===== config.mk =====
export PLATFORM = sky130hd
export DESIGN_NAME = uart_rx_fifo_flat
export DESIGN_NICKNAME = d
export VERILOG_FILES = /design/src/rtl/uart_rx_fifo_if.sv /design/src/rtl/uart_rx_fifo.sv /design/src/flat_wrapper.sv
export SDC_FILE = /design/constraint.sdc
export NUM_CORES = 1
export LEC_CHECK = 0
export ABC_AREA = 1
export BUFFER_PORTS_ARGS = -buffer_cell sky130_fd_sc_hd__buf_2
export CAP_MARGIN = 40
export CELL_PAD_IN_SITES_DETAIL_PLACEMENT = 0
export CELL_PAD_IN_SITES_GLOBAL_PLACEMENT = 1
export CORE_AREA = 2 2 90 92
export DETAILED_ROUTE_END_ITERATION = 10
export DIE_AREA = 0 0 92 94
export PLACE_DENSITY = 0.74
export SYNTH_ARGS = -nofsm -noshare
export SYNTH_HDL_FRONTEND = slang
export SYNTH_SLANG_ARGS = --single-unit

===== constraint.sdc =====
create_clock -name clk -period 1.6 [get_ports clk]
set_input_delay 0.24 -clock clk [delete_from_list [all_inputs] [get_ports clk]]
set_output_delay 0.24 -clock clk [all_outputs]
set_load 0.01 [all_outputs]

===== src/rtl/uart_rx_fifo_if.sv =====
// Read-side bundle of uart_rx_fifo: FWFT FIFO head, valid/ready handshake and overrun status.
// break_det exists only when UART_RX_BREAK_DETECT_EN is defined.
interface uart_rx_fifo_if #(
    parameter int DATA_BIT_COUNT = 8
);
    logic                      rd_valid;
    logic                      rd_ready;
    logic [DATA_BIT_COUNT-1:0] data;
    logic                      parity_err;
    logic                      frame_err;
    logic                      overrun;
    logic                      overrun_clr;
`ifdef UART_RX_BREAK_DETECT_EN
    logic                      break_det;
`endif

    modport master (
        output rd_valid,
        output data,
        output parity_err,
        output frame_err,
        output overrun,
        input  rd_ready,
        input  overrun_clr
`ifdef UART_RX_BREAK_DETECT_EN
        , output break_det
`endif
    );

    modport slave (
        input  rd_valid,
        input  data,
        input  parity_err,
        input  frame_err,
        input  overrun,
        output rd_ready,
        output overrun_clr
`ifdef UART_RX_BREAK_DETECT_EN
        , input break_det
`endif
    );
endinterface


===== src/rtl/uart_rx_fifo.sv =====
// UART receiver (5-9 data bits, none/odd/even parity, 1-2 stop bits) feeding a FWFT FIFO.
// Optional break detection is enabled by defining UART_RX_BREAK_DETECT_EN.
module uart_rx_fifo #(
    parameter int DATA_BIT_COUNT = 8,
    parameter int PARITY_MODE    = 0,
    parameter int STOP_BIT_COUNT = 1,
    parameter int CLK_PER_BIT    = 8,
    parameter int FIFO_DEPTH     = 4
) (
    input  logic          clk,
    input  logic          rst_n,
    input  logic          serial,
    uart_rx_fifo_if.master rx
);
    localparam int CNT_W    = $clog2(CLK_PER_BIT) + 1;
    localparam int HALF_CLK = (CLK_PER_BIT - 1) / 2;
    localparam int IDX_W    = $clog2(DATA_BIT_COUNT);
    localparam int PTR_W    = $clog2(FIFO_DEPTH) + 1;
    localparam int ADDR_W   = PTR_W - 1;
    localparam int WORD_W   = DATA_BIT_COUNT + 2;

    localparam logic [CNT_W-1:0] C_HALF    = CNT_W'(HALF_CLK);
    localparam logic [CNT_W-1:0] C_BIT_END = CNT_W'(CLK_PER_BIT - 1);
    localparam logic [IDX_W-1:0] C_DATA_LAST = IDX_W'(DATA_BIT_COUNT - 1);
    localparam logic [IDX_W-1:0] C_STOP_LAST = IDX_W'(STOP_BIT_COUNT - 1);

    typedef enum logic [2:0] {
        S_IDLE      = 3'd0,
        S_START     = 3'd1,
        S_DATA      = 3'd2,
        S_PARITY    = 3'd3,
        S_STOP      = 3'd4,
        S_WAIT_HIGH = 3'd5
    } state_t;

    logic                      r_sync1, r_serial_s;
    state_t                    r_state, w_state_nx;
    logic [CNT_W-1:0]          r_count, w_count_nx;
    logic [IDX_W-1:0]          r_idx, w_idx_nx;
    logic [DATA_BIT_COUNT-1:0] r_shift, w_shift_nx;
    logic                      r_par_err, w_par_err_nx;
    logic                      r_frm_err, w_frm_err_nx;
    logic                      w_bit_tick;
    logic                      w_frame_done;
    logic                      w_frame_ferr;
    logic                      w_parity;
    logic                      w_push;

    logic [WORD_W-1:0]         r_mem [FIFO_DEPTH];
    logic [PTR_W-1:0]          r_wr_ptr, r_rd_ptr;
    logic                      r_overrun;
    logic                      w_empty, w_full, w_pop, w_wr_en;

    // Two-flop synchroniser; the line idles high so the flops reset to 1
    always_ff @(posedge clk or negedge rst_n) begin
        if (!rst_n) begin
            r_sync1    <= 1'b1;
            r_serial_s <= 1'b1;
        end else begin
            r_sync1    <= serial;
            r_serial_s <= r_sync1;
        end
    end

    assign w_bit_tick = (r_count == C_BIT_END);
    assign w_parity   = ^r_shift ^ r_serial_s;

    always_ff @(posedge clk or negedge rst_n) begin
        if (!rst_n) begin
            r_state   <= S_IDLE;
            r_count   <= '0;
            r_idx     <= '0;
            r_par_err <= 1'b0;
            r_frm_err <= 1'b0;
        end else begin
            r_state   <= w_state_nx;
            r_count   <= w_count_nx;
            r_idx     <= w_idx_nx;
            r_par_err <= w_par_err_nx;
            r_frm_err <= w_frm_err_nx;
        end
    end

    always_ff @(posedge clk) begin
        r_shift <= w_shift_nx;
    end

    always_comb begin
        w_state_nx   = r_state;
        w_count_nx   = r_count + 1'b1;
        w_idx_nx     = r_idx;
        w_shift_nx   = r_shift;
        w_par_err_nx = r_par_err;
        w_frm_err_nx = r_frm_err;
        w_frame_done = 1'b0;
        w_frame_ferr = r_frm_err;
        case (r_state)
            S_IDLE: begin
                w_count_nx   = '0;
                w_idx_nx     = '0;
                w_par_err_nx = 1'b0;
                w_frm_err_nx = 1'b0;
                if (!r_serial_s) w_state_nx = S_START;
            end
            S_START: begin
                if (r_count == C_HALF) begin
                    w_count_nx = '0;
                    w_state_nx = r_serial_s ? S_IDLE : S_DATA;
                end
            end
            S_DATA: begin
                if (w_bit_tick) begin
                    w_count_nx = '0;
                    w_shift_nx = {r_serial_s, r_shift[DATA_BIT_COUNT-1:1]};
                    if (r_idx == C_DATA_LAST) begin
                        w_idx_nx   = '0;
                        w_state_nx = (PARITY_MODE != 0) ? S_PARITY : S_STOP;
                    end else begin
                        w_idx_nx = r_idx + 1'b1;
                    end
                end
            end
            S_PARITY: begin
                if (w_bit_tick) begin
                    w_count_nx   = '0;
                    w_par_err_nx = (PARITY_MODE == 1) ? !w_parity : w_parity;
                    w_state_nx   = S_STOP;
                end
            end
            S_STOP: begin
                if (w_bit_tick) begin
                    w_count_nx = '0;
                    if (!r_serial_s) w_frm_err_nx = 1'b1;
                    if (r_idx == C_STOP_LAST) begin
                        w_frame_done = 1'b1;
                        w_frame_ferr = r_frm_err | !r_serial_s;
                        w_idx_nx     = '0;
                        w_state_nx   = r_serial_s ? S_IDLE : S_WAIT_HIGH;
                    end else begin
                        w_idx_nx = r_idx + 1'b1;
                    end
                end
            end
            S_WAIT_HIGH: begin
                w_count_nx = '0;
                if (r_serial_s) w_state_nx = S_IDLE;
            end
            default: begin
                w_state_nx = S_IDLE;
                w_count_nx = '0;
            end
        endcase
    end

`ifdef UART_RX_BREAK_DETECT_EN
    logic r_par_bit, r_stop0_low, r_break_det;
    logic w_stop0_low, w_break;

    // First stop bit decides the break; with two stop bits it is remembered until the last one
    assign w_stop0_low = (r_idx == '0) ? !r_serial_s : r_stop0_low;
    assign w_break     = (r_shift == '0) && !r_par_bit && w_stop0_low;

    always_ff @(posedge clk or negedge rst_n) begin
        if (!rst_n) begin
            r_par_bit   <= 1'b0;
            r_stop0_low <= 1'b0;
            r_break_det <= 1'b0;
        end else begin
            r_break_det <= w_frame_done && w_break;
            if (r_state == S_IDLE)
                r_par_bit <= 1'b0;
            else if (r_state == S_PARITY && w_bit_tick)
                r_par_bit <= r_serial_s;
            if (r_state == S_STOP && w_bit_tick && r_idx == '0)
                r_stop0_low <= !r_serial_s;
        end
    end

    assign w_push       = w_frame_done && !w_break;
    assign rx.break_det = r_break_det;
`else
    assign w_push = w_frame_done;
`endif

    assign w_empty = (r_wr_ptr == r_rd_ptr);
    assign w_full  = (r_wr_ptr[PTR_W-1] != r_rd_ptr[PTR_W-1]) &&
                     (r_wr_ptr[ADDR_W-1:0] == r_rd_ptr[ADDR_W-1:0]);
    assign w_pop   = !w_empty && rx.rd_ready;
    // A pop in the same cycle frees the slot, so a full FIFO can still accept
    assign w_wr_en = w_push && (!w_full || w_pop);

    always_ff @(posedge clk or negedge rst_n) begin
        if (!rst_n) begin
            for (int i = 0; i < FIFO_DEPTH; i++) r_mem[i] <= '0;
            r_wr_ptr  <= '0;
            r_rd_ptr  <= '0;
            r_overrun <= 1'b0;
        end else begin
            if (w_wr_en) begin
                r_mem[r_wr_ptr[ADDR_W-1:0]] <= {w_frame_ferr, r_par_err, r_shift};
                r_wr_ptr <= r_wr_ptr + 1'b1;
            end
            if (w_pop) r_rd_ptr <= r_rd_ptr + 1'b1;
            if (w_push && w_full && !w_pop)
                r_overrun <= 1'b1;
            else if (rx.overrun_clr)
                r_overrun <= 1'b0;
        end
    end

    assign rx.rd_valid = !w_empty;
    assign rx.overrun  = r_overrun;
    assign {rx.frame_err, rx.parity_err, rx.data} = r_mem[r_rd_ptr[ADDR_W-1:0]];
endmodule

===== src/flat_wrapper.sv =====
// flat-port wrapper written by rule: the top's interface ports become plain ports
module uart_rx_fifo_flat 
#(
    parameter int DATA_BIT_COUNT = 8,
    parameter int PARITY_MODE    = 0,
    parameter int STOP_BIT_COUNT = 1,
    parameter int CLK_PER_BIT    = 8,
    parameter int FIFO_DEPTH     = 4
)
  (clk, rst_n, serial, rx_rd_valid, rx_data, rx_parity_err, rx_frame_err, rx_overrun, rx_rd_ready, rx_overrun_clr);
  uart_rx_fifo_if #(.DATA_BIT_COUNT(DATA_BIT_COUNT)) rx_i ();
  input  logic clk;
  input  logic rst_n;
  input  logic serial;
  output wire logic [$bits(rx_i.rd_valid)-1:0] rx_rd_valid;
  output wire logic [$bits(rx_i.data)-1:0] rx_data;
  output wire logic [$bits(rx_i.parity_err)-1:0] rx_parity_err;
  output wire logic [$bits(rx_i.frame_err)-1:0] rx_frame_err;
  output wire logic [$bits(rx_i.overrun)-1:0] rx_overrun;
  input wire logic [$bits(rx_i.rd_ready)-1:0] rx_rd_ready;
  input wire logic [$bits(rx_i.overrun_clr)-1:0] rx_overrun_clr;
  assign rx_rd_valid = rx_i.rd_valid;
  assign rx_data = rx_i.data;
  assign rx_parity_err = rx_i.parity_err;
  assign rx_frame_err = rx_i.frame_err;
  assign rx_overrun = rx_i.overrun;
  assign rx_i.rd_ready = rx_rd_ready;
  assign rx_i.overrun_clr = rx_overrun_clr;
  uart_rx_fifo #(.DATA_BIT_COUNT(DATA_BIT_COUNT), .PARITY_MODE(PARITY_MODE), .STOP_BIT_COUNT(STOP_BIT_COUNT), .CLK_PER_BIT(CLK_PER_BIT), .FIFO_DEPTH(FIFO_DEPTH)) u_core (.clk(clk), .rst_n(rst_n), .serial(serial), .rx(rx_i));
endmodule

==> impl_metrics.tcl <==
set metrics [dict create \
    grt_use_met1_pct 24.8 \
    row_count 32 \
    use_met3_pct 3.13 \
    dieHeight_um 94 \
    critPathKind "reg2out" \
    period_minus_slack_ps 1720 \
    ff2ff_setup_slack_ps -30 \
    seq_area_frac_synth_pct 50.5 \
    synth_top_area_share_pct 42.2 \
    clockPowerShare_pct 23.8 \
    maxCapViolCount 0 \
    hpwl_mm 4.67 \
    drt-total-wl_mm 8.05 \
    status "finished with violations" \
    p_sw_mw 2.34 \
    cp.required_ps 1360 \
    endpoint_kind "output pin" \
    grt_pass1_wl_mm 12.4 \
    max_slew.worst_pin.slew_ps 342 \
    yosysWarningCount 0 \
    first_pass_iters 4 \
    min_from "rx_overrun_clr" \
    synth_edf_count 8 \
    synth.most_common_cell "nand2_1" \
    combPwrFrac_pct 43.2 \
    cts_tree "built" \
    ant_nets 0 \
    nNetsFinal 454 \
    clock_skew_ps 13.2 \
    syn_inst 387 \
    powerDensity_nw_per_um2 1380 \
    ys_ff_latch 69 \
    fin_crit_sh_pct 107 \
    overflow 0 \
    max_slew_margin_pct 77.1 \
    cts.sinks 69 \
    dieArea_sq_um 8650 \
    setup_slack_ps -115 \
    r2r_start "u_core.r_rd_ptr[0]$_DFFE_PN0P_" \
    drv_slew 0 \
    p_total_mw 6.18 \
    hp-class "in2reg" \
    gp_congestion 0.750 \
    drc_errors 0 \
    final_hold_viol_count 0 \
    ios 17 \
    die_w_um 92 \
    synthArstFlopShare_pct 88.4 \
    synthTopCellsByArea "dfrtp_1 42%, nand2_1 11%, o21ai_2 7.3%" \
    ctsRootBufferMaster "clkbuf_8" \
    clk_latency_ps 340 \
    wl_per_cell_um 14.7 \
    fmax_mhz 583 \
    fin_area_sq_um 4490 \
    grt_pass1_vias 2609 \
    syn_area_sq_um 3500 \
    pwr-share-seq_pct 32.9 \
    busiest_layer "met2" \
    synthFlopType "dfrtp_1" \
    diodes 0 \
    areaGrowthSynthToFinish_pct 28.1 \
    rsz0062_at_grt "true" \
    p_int_mw 3.84 \
    numPortBuffers 16 \
    dr.first_iter.drc_count 117 \
    start_util_pct 46.0 \
    vias 2753 \
    drive_above_1_share_pct 33.7 \
    antenna_found_initial 0 \
    sw_frac_of_total_pct 37.9 \
    core_area_sq_um 7610 \
    clk_path_buf_depth 2 \
    yosys.cell_types.count 32 \
    numCtsBuffers 9 \
    path_max_fanout 11 \
    vias_per_cell 5.03 \
    cp-start-kind "register" \
    worstPathArrival_ps 1480 \
    cts.htree.levels 3 \
    ys_top_cells_by_count "100 x nand2_1, 59 x dfrtp_1, 38 x nor2_1" \
    ir_drop_mv 0.895 \
    grt_usage_pct 18.5 \
    use_met2_pct 30.0 \
    violations "setup timing" \
    cp-startpoint "u_core.r_rd_ptr[1]$_DFFE_PN0P_" \
    power_leakage_nw 2.13 \
    clk_pin_slew_ps 80 \
    avgSynthCellArea_sq_um 9.05 \
    synth_top_cell_by_area "dfrtp_1" \
    synth_fp_nets 401 \
    grt_max_degree 62 \
    dpl-instance-area_sq_um 3840 \
    setup_viol 34 \
]
## critical path: stages, from the launching register on
cell	delay, ps
dfrtp_1	410
inv_1	100
buf_8	170
o21ai_0	100
o22ai_1	180
buf_2	170
## power groups by stage
stage | clock, mW | combinational, mW | sequential (mW)
after floorplan | 0 | 1.37 | 2.05
after global placement | 0 | 2.05 | 2.06
after detailed placement | 0 | 2.05 | 2.06
after CTS | 1.51 | 2.38 | 2.03
after global routing | 1.60 | 2.94 | 2.05
final | 1.47 | 2.67 | 2.03
## registers in the layout, summed over array words and instances (netlist names)
name / cells
u_core.r_wr_ptr: 3
u_core.r_frm_err: 1
u_core.r_idx: 3
u_core.r_count: 4
u_core.r_serial_s: 1
u_core.r_rd_ptr: 3
u_core.r_mem: 40
u_core.r_sync1: 1
u_core.r_shift: 8
u_core.r_par_err: 1
u_core.r_state: 3
u_core.rx.overrun: 1
## final timing paths
kind                            depth (start not counted)                        endpoint
worst max-delay path                                    5                      rx_data[7]
worst min-delay path                                    2   u_core.rx.overrun$_DFFE_PN0P_
worst max register to register                          8    u_core.r_mem[18]$_DFFE_PN0P_
worst min register to register                          0     u_core.r_serial_s$_DFF_PN1_
max in group asynchronous                               3        u_core.r_sync1$_DFF_PN1_
min in group asynchronous                               3  u_core.r_rd_ptr[1]$_DFFE_PN0P_
## per-layer routing
layer	share of wire [%]	routed length (um)	vias up
met5	0	0	-
met4	2.1	172	0
met3	2.2	176	13
met2	50	4030	23
met1	46	3670	1313
li1	-	-	1404
## cells in the final DEF, fill, tap and decap left out, types with 10 or more instances in the layout
cell	instances
o22ai_1	12
nand3_1	12
buf_4	19
nor2_1	36
inv_1	27
o21ai_0	10
nand2_2	12
o21ai_2	40
dfrtp_1	58
buf_2	16
nand2_1	88
o21ai_1	15
## cell type report
class                           count  area (sq um)
Fill cell                         684          3120
Multi-Input combinational cell    271          1640
Timing Repair Buffer               56           611
Inverter                           33           134
Clock buffer                        9           124
Clock inverter                      7          82.6
Sequential cell                    69          1770
Tap cell                          102           128
## logic make-up after synthesis
family | share of synthesized area [%]
compound gates | 16.8
xor+xnor | 1.75
fa+ha+maj | 3.22
buf+inv | 6.90
flops | 50.5
simple gates | 20.8
## per-stage QoR
step	TNS (ps)	instances	hold WS [ps]	setup slack, ps	utilization, %
2_1_floorplan	0	387	-55.6	192	-
3_3_place_gp	0	513	277	74.4	50.4
3_5_place_dp	0	513	276	72.2	50.4
4_1_cts	-1280	537	84.4	-143	54.9
5_1_grt	-4420	547	97.2	-181	59.0
6_report	-876	547	97.5	-115	59.0
## timing repair
item	4_1_cts	5_1_grt
resized for setup	12	51
hold endpoints to repair	60	0
gates cloned	2	8
hold buffers	2	0
pin swaps	5	9
setup endpoints to repair	11	55
buffers inserted	4	3
(Power assumes the default switching activity.)
